`src/rtl/branch_sequencer.sv`:
```
// branch_sequencer: fetch PC owner, branch comparator and redirect/trap sequencer between decode and fetch
// Ports: clk, rst (sync, active-high); stall, op_valid/op_ready handshake; op_type, funct3, rs1, rs2, imm
// describe one control-flow op; pc, link/link_valid, redirect are registered results; trap/trap_addr/trap_ack
// handle misaligned targets; br_count/br_taken_count are statistics, live only with BRANCH_SEQ_STATS_EN defined.
module branch_sequencer #(
    parameter logic [31:0] RESET_PC    = 32'h0000_0000,
    parameter logic [31:0] TRAP_VECTOR = 32'h0000_0100
) (
    input  logic        clk,
    input  logic        rst,
    input  logic        stall,
    input  logic        op_valid,
    output logic        op_ready,
    input  logic [1:0]  op_type,
    input  logic [2:0]  funct3,
    input  logic [31:0] rs1,
    input  logic [31:0] rs2,
    input  logic [31:0] imm,
    output logic [31:0] pc,
    output logic [31:0] link,
    output logic        link_valid,
    output logic        redirect,
    output logic        trap,
    output logic [31:0] trap_addr,
    input  logic        trap_ack,
    output logic [31:0] br_count,
    output logic [31:0] br_taken_count
);
    typedef enum logic {RUN, TRAP} state_t;
    state_t state, state_nx;
    logic        accept, is_br, eq, slt, ult, taken, nonseq, misal;
    logic [31:0] target, seq;
    assign accept = op_valid && op_ready;
    assign is_br  = op_type == 2'b01;
    assign eq     = rs1 == rs2;
    assign slt    = $signed(rs1) < $signed(rs2);
    assign ult    = rs1 < rs2;
    // funct3[0] inverts the base compare; funct3[2:1]=01 is reserved and never taken
    assign taken  = funct3[2] ? ((funct3[1] ? ult : slt) ^ funct3[0]) : (!funct3[1] && (eq ^ funct3[0]));
    assign nonseq = op_type[1] || (is_br && taken);
    assign target = (op_type == 2'b11) ? ((rs1 + imm) & ~32'h1) : (pc + imm);
    assign seq    = pc + 32'd4;
    assign misal  = nonseq && target[1];
    always_ff @(posedge clk) begin
        if (rst) state <= RUN;
        else state <= state_nx;
    end
    always_comb begin
        state_nx = state;
        if (state == RUN && accept && misal) state_nx = TRAP;
        if (state == TRAP && trap_ack) state_nx = RUN;
    end
    always_comb begin
        op_ready = state == RUN && !stall;
        trap     = state == TRAP;
    end
    always_ff @(posedge clk) begin
        if (rst) begin
            pc         <= RESET_PC;
            link       <= '0;
            link_valid <= 1'b0;
            redirect   <= 1'b0;
            trap_addr  <= '0;
        end else begin
            link_valid <= 1'b0;
            redirect   <= 1'b0;
            if (state == TRAP && trap_ack) begin
                pc       <= TRAP_VECTOR;
                redirect <= 1'b1;
            end else if (accept) begin
                if (misal) trap_addr <= target;
                else if (nonseq) begin
                    pc       <= target;
                    redirect <= 1'b1;
                    if (op_type[1]) begin
                        link       <= seq;
                        link_valid <= 1'b1;
                    end
                end else pc <= seq;
            end
        end
    end
`ifdef BRANCH_SEQ_STATS_EN
    // taken-but-misaligned branches still count as taken
    always_ff @(posedge clk) begin
        if (rst) begin
            br_count       <= '0;
            br_taken_count <= '0;
        end else if (accept && is_br) begin
            br_count       <= br_count + 32'd1;
            br_taken_count <= br_taken_count + {31'd0, taken};
        end
    end
`else
    assign br_count       = '0;
    assign br_taken_count = '0;
`endif
endmodule

```
`config.mk`:
```
export PLATFORM = sky130hd
export DESIGN_NAME = branch_sequencer
export DESIGN_NICKNAME = d
export VERILOG_FILES = /design/src/rtl/branch_sequencer.sv
export SDC_FILE = /design/constraint.sdc
export NUM_CORES = 1
export LEC_CHECK = 0
export BUFFER_PORTS_ARGS = -buffer_cell sky130_fd_sc_hd__buf_4
export CAP_MARGIN = 25
export CORE_ASPECT_RATIO = 1.4
export CORE_MARGIN = 2
export CORE_UTILIZATION = 54
export CTS_CLUSTER_DIAMETER = 50
export DETAILED_ROUTE_END_ITERATION = 6
export PLACE_DENSITY = 0.92
export SYNTH_ARGS = -nofsm -noshare
export SYNTH_HDL_FRONTEND = slang
export SYNTH_SLANG_ARGS = --single-unit
```
`constraint.sdc`:
```
create_clock -name clk -period 4.6 [get_ports clk]
set_clock_uncertainty 0.2 [all_clocks]
set_input_delay 0.69 -clock clk [delete_from_list [all_inputs] [get_ports clk]]
set_output_delay 0.69 -clock clk [all_outputs]
set_load 0.005 [all_outputs]
```
== Word level (Yosys, flattened, before mapping) ==
Index checks and enable logic that the tools add are counted.

* Flip-flop bits (word level): 99
* Bits of input ports: 106
* Output and inout bits: 164
* Word-level logic and storage cells: 53

* Add/subtract/negate cells: 3
* $lt $le $gt $ge: 2
* Equal/unequal tests: 4
* Mux-type cells: 12
* Bitwise logic cells: 7
* Reduce and logical (&&, ||, !) cells: 18

{| class="wikitable"
|+ Operators by type and width
! operator !! number
|-
| adder 32 bit || 2
|-
| < comparator 32 bit || 2
|-
| two-way mux 32 bit || 2
|-
| adder 32 x 3 -> 32 bit, second input constant || 1
|-
| equality test 32 bit || 1
|-
| two-way mux 9 bit || 3
|-
| logical AND 1 bit || 8
|-
| two-way mux 1 bit || 7
|-
| inverter 1 bit || 5
|-
| AND reduction 5 bit || 1
|-
| OR reduction 5 bit || 1
|-
| AND reduction 2 bit || 2
|-
| AND reduction 3 bit || 1
|-
| equality test 2 x 1 -> 1 bit, second input constant || 1
|-
| equality test 2 bit, second input constant || 1
|-
| zero test 1 bit || 2
|-
| != test 2 x 1 -> 1 bit, second input constant || 1
|-
| nonzero test 2 bit || 1
|-
| OR reduction 2 bit || 1
|-
| bitwise XOR 1 bit || 2
|-
| logical OR 1 bit || 1
|}

== Logic depth before layout (Yosys ltp) ==
Gate-level depths: netlist of run 1.

* Word-level depth: 10
* Mapped depth: 15
* Gate-level depth less buffers: 14

== Least setup slack after synthesis of run 1 ==
Ideal clock, no wire load.

* Path kind: in2reg
* From: input rs2[15]
* To: register pc[9]
* Setup time: 0.132 ns
* Data arrival time: 3.417 ns
* Required time: 4.268 ns
* Slack: 0.851 ns
* Cell stages on the path: 15
* Buffers on the path: 2
* Path through: inv_1 > ha_1 > nand4_2 > nor3_1 > a21boi_1 > o41a_1 > a211oi_2 > mux2i_1 > nand3_1 > a221oi_1 > buf_2 > buf_2 > nor2_1 > a211oi_1 > nor3_1

* Word-level cells in the longest chain between the ends: 9
* Elaborated cells on any way between the ends: 14
* Those cells by class: order compare: 2; eq/ne: 1; mux: 3; bitwise: 3; reduce/logical: 5

{| class="wikitable"
|+ RTL lines
! element !! line !! RTL
|-
| start: declaration || 17 || <nowiki>input logic [31:0] rs2,</nowiki>
|-
| < comparator 32 bit (tied with other cells) || 36 || <nowiki>assign slt = $signed(rs1) < $signed(rs2);</nowiki>
|-
| two-way mux 1 bit / bitwise XOR 1 bit (equally long branches) || 39 || <nowiki>assign taken = funct3[2] ? ((funct3[1] ? ult : slt) ^ funct3[0]) : (!funct3[1] && (eq ^ funct3[0]));</nowiki>
|-
| bitwise XOR 1 bit / logical AND 1 bit (equally long branches) || 39 ||
|-
| two-way mux 1 bit * || 39 ||
|-
| logical AND 1 bit * || 40 || <nowiki>assign nonseq = op_type[1] || (is_br && taken);</nowiki>
|-
| logical OR 1 bit * || 40 ||
|-
| logical AND 1 bit || 43 || <nowiki>assign misal = nonseq && target[1];</nowiki>
|-
| inverter 1 bit (no source line) || - ||
|-
| AND reduction 2 bit (no source line) || - ||
|-
| end signal: assignment || 73 || <nowiki>pc <= target;</nowiki>
|-
| end signal: assignment || 79 || <nowiki>end else pc <= seq;</nowiki>
|-
| end: declaration || 19 || <nowiki>output logic [31:0] pc,</nowiki>
|}

Every way passes the cells marked *; elsewhere a longest branch is shown, timed or not.
A chain may end at the register's enable or synchronous reset.

== Worst setup path in the final report of run 1 ==
* From: input rs1[15]
* To: register pc[10]

* Word-level cells in the longest chain between the ends: 9
* Elaborated cells on any way between the ends: 14
* Those cells by class: order compare: 2; eq/ne: 1; mux: 3; bitwise: 3; reduce/logical: 5

{| class="wikitable"
|+ RTL lines
! element !! line !! RTL
|-
| start: declaration || 16 || <nowiki>input logic [31:0] rs1,</nowiki>
|-
| < comparator 32 bit (tied with other cells) || 36 ||
|-
| two-way mux 1 bit / bitwise XOR 1 bit (equally long branches) || 39 ||
|-
| bitwise XOR 1 bit / logical AND 1 bit (equally long branches) || 39 ||
|-
| two-way mux 1 bit * || 39 ||
|-
| logical AND 1 bit * || 40 ||
|-
| logical OR 1 bit * || 40 ||
|-
| logical AND 1 bit || 43 ||
|-
| inverter 1 bit (no source line) || - ||
|-
| AND reduction 2 bit (no source line) || - ||
|}

Marked as above.

==> results of run 1 <==
==> per-layer routing <==
metal	GRT usage, %	part of all wire (%)	up-vias
li1	-	-	4780
met1	36.4	38	4524
met2	52.6	48	556
met3	3.73	8.3	127
met4	16.0	5.7	0
met5	0	0	-
==> path summary, 6_finish.rpt <==
kind / to / startpoint / depth (start not counted)
hold / removal: link[0]$_SDFFE_PP0P_ / link[0]$_SDFFE_PP0P_ / 2
setup / recovery: pc[10]$_SDFFE_PP0P_ / rs1[15] / 14
hold reg to reg: link[0]$_SDFFE_PP0P_ / link[0]$_SDFFE_PP0P_ / 2
setup reg to reg: trap_addr[28]$_SDFFE_PP0P_ / flip-flop / 14
==> placed cells by master, fill, tap and decap left out, types with 8 or more instances in the layout <==
| cell type | n |
|---|---|
| nor2_1 | 145 |
| clkbuf_16 | 9 |
| inv_1 | 56 |
| mux2i_1 | 9 |
| dfxtp_1 | 99 |
| and3_1 | 16 |
| ha_1 | 94 |
| nor4_1 | 11 |
| a21oi_1 | 112 |
| a211oi_1 | 54 |
| xor2_1 | 32 |
| nand3_1 | 43 |
| o211ai_1 | 12 |
| a21o_1 | 28 |
| nor3_1 | 32 |
| o21bai_1 | 8 |
| conb_1 | 64 |
| o21ai_0 | 77 |
| nor2b_1 | 14 |
| nand2_1 | 122 |
| nand2b_1 | 10 |
| a31oi_1 | 16 |
| buf_4 | 224 |
| xnor2_1 | 39 |
| and2_1 | 9 |
| nand4_1 | 17 |
==> power by group through the flow <==
stage	logic (W)	clock network, W	registers, W
floorplan	0.000651	0	0.000957
global placement	0.000916	0	0.000972
detailed placement	0.000940	0	0.000973
CTS	0.000946	0.000747	0.000954
global route	0.00106	0.000774	0.000960
finish	0.000964	0.000743	0.000956
==> final cells by class <==
class | instances | area, sq um
Clock buffer | 10 | 239
Clock inverter | 6 | 51.3
Fill cell | 1479 | 5750
Inverter | 56 | 210
Multi-Input combinational cell | 1052 | 6610
Sequential cell | 99 | 1980
Tap cell | 203 | 254
Timing Repair Buffer | 226 | 1720
==> state kept, by name, indices dropped and copies added (netlist names), named ones only <==
signal	cells
link	32
trap_addr	32
pc	30
link_valid	1
redirect	1
trap	1
==> through the flow <==
| step | utilization [%] | setup WS, ns | cells | total power [W] |
|---|---|---|---|---|
| final | 65.8 | 0.581 | 1652 | 0.00266 |
| after global routing | 65.8 | 0.457 | 1652 | 0.00279 |
| after CTS | 65.8 | 0.635 | 1652 | 0.00265 |
| after detailed placement | 64.1 | 0.292 | 1636 | 0.00191 |
| after global placement | 64.1 | 0.399 | 1636 | 0.00189 |
| after floorplan | - | 0.851 | 1329 | 0.00161 |
==> worst max-delay path, cell delays in order <==
cell,delay (ns)
buf_4,0.12
ha_1,0.34
nand4_2,0.14
nor3_1,0.08
a21boi_1,0.13
o41a_1,0.45
a211oi_2,0.35
mux2i_1,0.23
nand3_1,0.16
a221o_2,0.56
o21ai_2,0.25
buf_4,0.22
o21ai_0,0.12
a21oi_1,0.24
==> logic make-up (layout without fill, tap and decap cells) <==
| logic type | count (synthesis) | in the layout | synth area share [%] |
|---|---|---|---|
| mux | 10 | 10 | 1.09 |
| xor+xnor | 71 | 71 | 6.70 |
| compound gates | 362 | 362 | 24.7 |
| other cells | 1 | 64 | 0.0404 |
| buf+inv | 178 | 298 | 10.2 |
| flops | 99 | 99 | 21.3 |
| fa+ha+maj | 96 | 96 | 13.1 |
| simple gates | 449 | 449 | 22.8 |
==> metrics, run 1 <==
status finished clean; root buffer cell clkbuf_16; Synth area leaders dfxtp_1 21%, ha_1 13%, a21oi_1 6.0%, nor2_1 5.9%, buf_4 5.3%; drt first pass iters 5; VDD IR max 163 uV; Hold Vio Cnt, Final 0; Yosys top cell area share 21.3%; Psw 0.000959 W; routed length per instance 17.6 microns; actual slew at the worst max-slew pin 0.731 ns; Vias per Instance 6.05; CP max FO 16; worst reg2reg setup slack 0.90 ns; GRT Util Overall 30.5%; Worst-Skew Late Latency 0.35 ns; Placer Congestion 1.02; Initial Utilization 55.2%; CTS max path bufs 2; Post-Syn Area 9290 sq um; vias 9987; Finish-stage setup viols 0; initial antenna violation count 0; DP HPWL 23400 microns; Slew HR 51.3%; n_diodes 0; first-pass GRT wire length 45300 microns; asr flop ratio synth 0%; #FFs+latches synth 99; H-tree lvl count 3; Post-DP Area 10800 sq um; DRC viols 0; ANT nets after route 0; crit end category flip-flop; EDFF count, synth 0; Switching Fraction 36.0%; Commonest cells post-synth 145 x nor2_1, 122 x nand2_1, 112 x a21oi_1, 99 x dfxtp_1, 94 x ha_1; Setup CP Type primary input to flip-flop; core area 16800 sq um; CP arrival 4.08 ns; RSZ-0062 raised after global routing no; IO buf count 205; yosys synthesis warning count 0; Die Area 18300 sq um; die width 115 microns; CP Launch Type primary input; CTS Buf Count 9; Hold WC Path Type flip-flop to flip-flop; clock power share 27.9%; Comb pwr share 36.2%; Hold Buf Count CTS 0; postcts setup bufs 0; fin crit share 87.4%; CTS tree built; clock sinks 99; hold_ws 0.262 ns; Lkg Pwr 5.08 nW; CP Data Required Time 4.66 ns; post-cts repair resize count 0; Max Cap Violations 0; IO Count 270; ratio of cells with drive above 1 in the final layout 18.1%; vias in the first global route 9308; Synth Flop Type dfxtp_1; WL final 29000 microns; Fin Setup TNS 0 ns; crit path time final 4.02 ns; Post-Syn Area per Cell 7.33 sq um; Final nets 1646; Die H 159 microns; max frequency 249 MHz; count leader, synth nor2_1; Layout Area Growth over Synthesis 19.2%; Synth area leader dfxtp_1; FP Rows 56; clk slew on worst S/H paths 0.07 ns; sequential share of power 35.9%; starting DRC count in detailed routing 829; Netlist cell types 76; Post-Synthesis Cells 1266; PD cells 241 nW/um^2; sequential area share after synthesis 21.3%; post-route cell area 11100 sq um; Internal 0.00170 W; largest net degree at the start of global routing 68; total global routing overflow 0; max-slew violation count 0
Power figures use the tool's default switching activity.
==> run 2: changes to the inputs <==
Settings changed: CELL_PAD_IN_SITES_DETAIL_PLACEMENT from default to 1, CELL_PAD_IN_SITES_GLOBAL_PLACEMENT from default to 1, CORE_UTILIZATION 54 to 39, CTS_BUF_LIST from default to sky130_fd_sc_hd__clkbuf_8, PLACE_DENSITY 0.92 to 0.93.
==> metrics, run 2 (same netlist as run 1, synthesis figures left out) <==
CP arrival 4.08 ns (about the same); Finish-stage setup viols 0 (unchanged); Die H 187 microns (+17%); starting DRC count in detailed routing 647 (-22%); Hold Vio Cnt, Final 0 (unchanged); crit path time final 3.99 ns (-0.0329 ns); PD cells 229 nW/um^2 (-4.6%); max-slew violation count 0 (unchanged); worst reg2reg setup slack 0.68 ns (-0.22 ns); CP Launch Type primary input; Final nets 1651 (+0.30%); crit end category flip-flop; CP Data Required Time 4.70 ns (+0.04 ns); CP startpoint rs1[1]; clock power share 23.0% (-4.9 points); post-cts repair resize count 0 (unchanged); status finished clean; Hold WC Path Type flip-flop to flip-flop; FILL cells 3043 (+110%); most frequent cells in the layout 228 x buf_4, 145 x nor2_1, 122 x nand2_1; Layout Area Growth over Synthesis 20.1%; IO buf count 205 (unchanged); postcts setup bufs 0 (unchanged); Largest regs link x32, trap_addr x32, pc x30; GRT busiest layer met2; RSZ-0062 raised after global routing no; Worst-Skew Late Latency 0.39 ns (+0.04 ns); vias in the first global route 10500 (+13%); highest cell delay on the worst timing path 0.44 ns (-0.12 ns); total global routing overflow 0 (unchanged); Lkg Pwr 5.06 nW (-0.40%); grt met3 use 3.04% (-0.69 points); n_diodes 0 (unchanged); Fin Setup TNS 0 ns (unchanged); CTS Buf Count 9 (unchanged); Comb pwr share 39.6% (+3.4 points); drt first pass iters 5 (unchanged); GRT Util Overall 27.1% (-3.4 points); CP max-delay cell a221oi_4; die width 134 microns (+17%); fin crit share 86.7% (-0.72 points); largest net degree at the start of global routing 68 (unchanged); first-pass GRT wire length 54600 microns (+21%); Die Area 25100 sq um (+37%); H-tree lvl count 3 (unchanged); initial antenna violation count 0 (unchanged); Psw 0.000975 W (+1.7%); FF-to-FF End pc[24]$_SDFFE_PP0P_; routed length per instance 19.9 microns (+13%); ANT nets after route 0 (unchanged); Internal 0.00158 W (-7.0%); placed instance count 1744 (+6.6%); Multi-input gate area 6610 sq um (unchanged); Non-Filler Instances 1759 (+6.5%); WL final 35000 microns (+20%); max frequency 251 MHz (+0.82%); grt met1 use 31.2% (-5.2 points); CP endpoint pc[3]$_SDFFE_PP0P_; Switching Fraction 38.1% (+2.1 points); Placer Congestion 0.958 (-5.7%); VDD IR max 130 uV (-20%); sequential share of power 37.4% (+1.5 points); Post-DP Area 11000 sq um (+1.7%); root buffer cell clkbuf_8; clk slew on worst S/H paths 0.09 ns (+0.02 ns); Setup CP Type primary input to flip-flop; Max Cap Violations 0 (unchanged); Slew HR 35.3% (-16 points); IO Count 270 (unchanged); actual slew at the worst max-slew pin 0.971 ns (+0.240 ns); vias 10200 (+1.6%); Hold Buf Count CTS 0 (unchanged); CP most frequent cell buf_4; register area 1980 sq um (unchanged); DRC viols 0 (unchanged); Initial Utilization 39.9% (-15 points); most common cell after layout, fill and taps aside buf_4; CP max FO 18 (+2); FP Rows 66 (+18%); global routing usage on met2 48.2% (-4.4 points); CTS max path bufs 2 (unchanged); clock sinks 99 (unchanged); CP Cell Sequence buf_4 -> ha_1 -> nor2b_1 -> o211ai_2 -> a21boi_1 -> o41a_1 -> a211oi_2 -> mux2i_1 -> nand3_1 -> a221oi_4 -> buf_4 -> nor2_1 -> or3_1 -> a21oi_1; ratio of cells with drive above 1 in the final layout 18.3% (+0.23 points); final core occ 47.9% (-18 points); CTS tree built; core area 23300 sq um (+38%); Vias per Instance 5.77 (-4.6%); FF-to-FF path depth 15 (+1); DP HPWL 28500 microns (+22%); post-route cell area 11200 sq um (+0.79%)
-- run 2: worst min-delay path by stage --
stage,from,cells past startpoint,endpoint
3_5_place_dp,trap_addr[25]$_SDFFE_PP0P_,2,trap_addr[25]$_SDFFE_PP0P_
6_report,link[0]$_SDFFE_PP0P_,2,link[0]$_SDFFE_PP0P_
4_1_cts,link[0]$_SDFFE_PP0P_,2,link[0]$_SDFFE_PP0P_
3_3_place_gp,link[1]$_SDFFE_PP0P_,2,link[1]$_SDFFE_PP0P_
2_1_floorplan,trap_addr[25]$_SDFFE_PP0P_,2,trap_addr[25]$_SDFFE_PP0P_
5_1_grt,link[0]$_SDFFE_PP0P_,2,link[0]$_SDFFE_PP0P_
-- run 2: metal layers --
metal / vias to the layer above / wire (microns)
met5: - / 0
met4: 0 / 1900
met3: 118 / 1890
met2: 422 / 17500
met1: 4849 / 13600
li1: 4761 / -
-- run 2: critical path: cells and delay by family --
family | cells | cell delay, ns
AOI/OAI and AO/OA | 6 | 1.64
buffers and inverters | 2 | 0.44
and+or+nand+nor | 4 | 0.73
adders and majority gates | 1 | 0.31
muxes | 1 | 0.25
-- run 2: power by group through the flow --
stage / clock, W / sequential (W) / combinational, W
2_1_floorplan: 0 / 0.000957 / 0.000651
3_3_place_gp: 0 / 0.000973 / 0.000943
3_5_place_dp: 0 / 0.000974 / 0.000989
4_1_cts: 0.000594 / 0.000955 / 0.00100
5_1_grt: 0.000625 / 0.000962 / 0.00111
6_report: 0.000590 / 0.000956 / 0.00101
-- run 2: per-stage QoR --
stage / setup WS (ns) / total power, W / hold WS [ns]
global placement: 0.414 / 0.00192 / 0.247
finish: 0.614 / 0.00256 / 0.276
floorplan: 0.851 / 0.00161 / 0.248
detailed placement: 0.268 / 0.00196 / 0.254
global route: 0.459 / 0.00269 / 0.298
CTS: 0.670 / 0.00255 / 0.272
-- run 2: cell type report --
cell class | count | share of cell area, %
multi-input combinational | 1052 | 59.2
sequential | 99 | 17.8
timing repair buffer | 231 | 15.9
tap | 306 | 3.43
inverter | 56 | 1.88
clock buffer | 10 | 1.23
clock inverter | 5 | 0.550
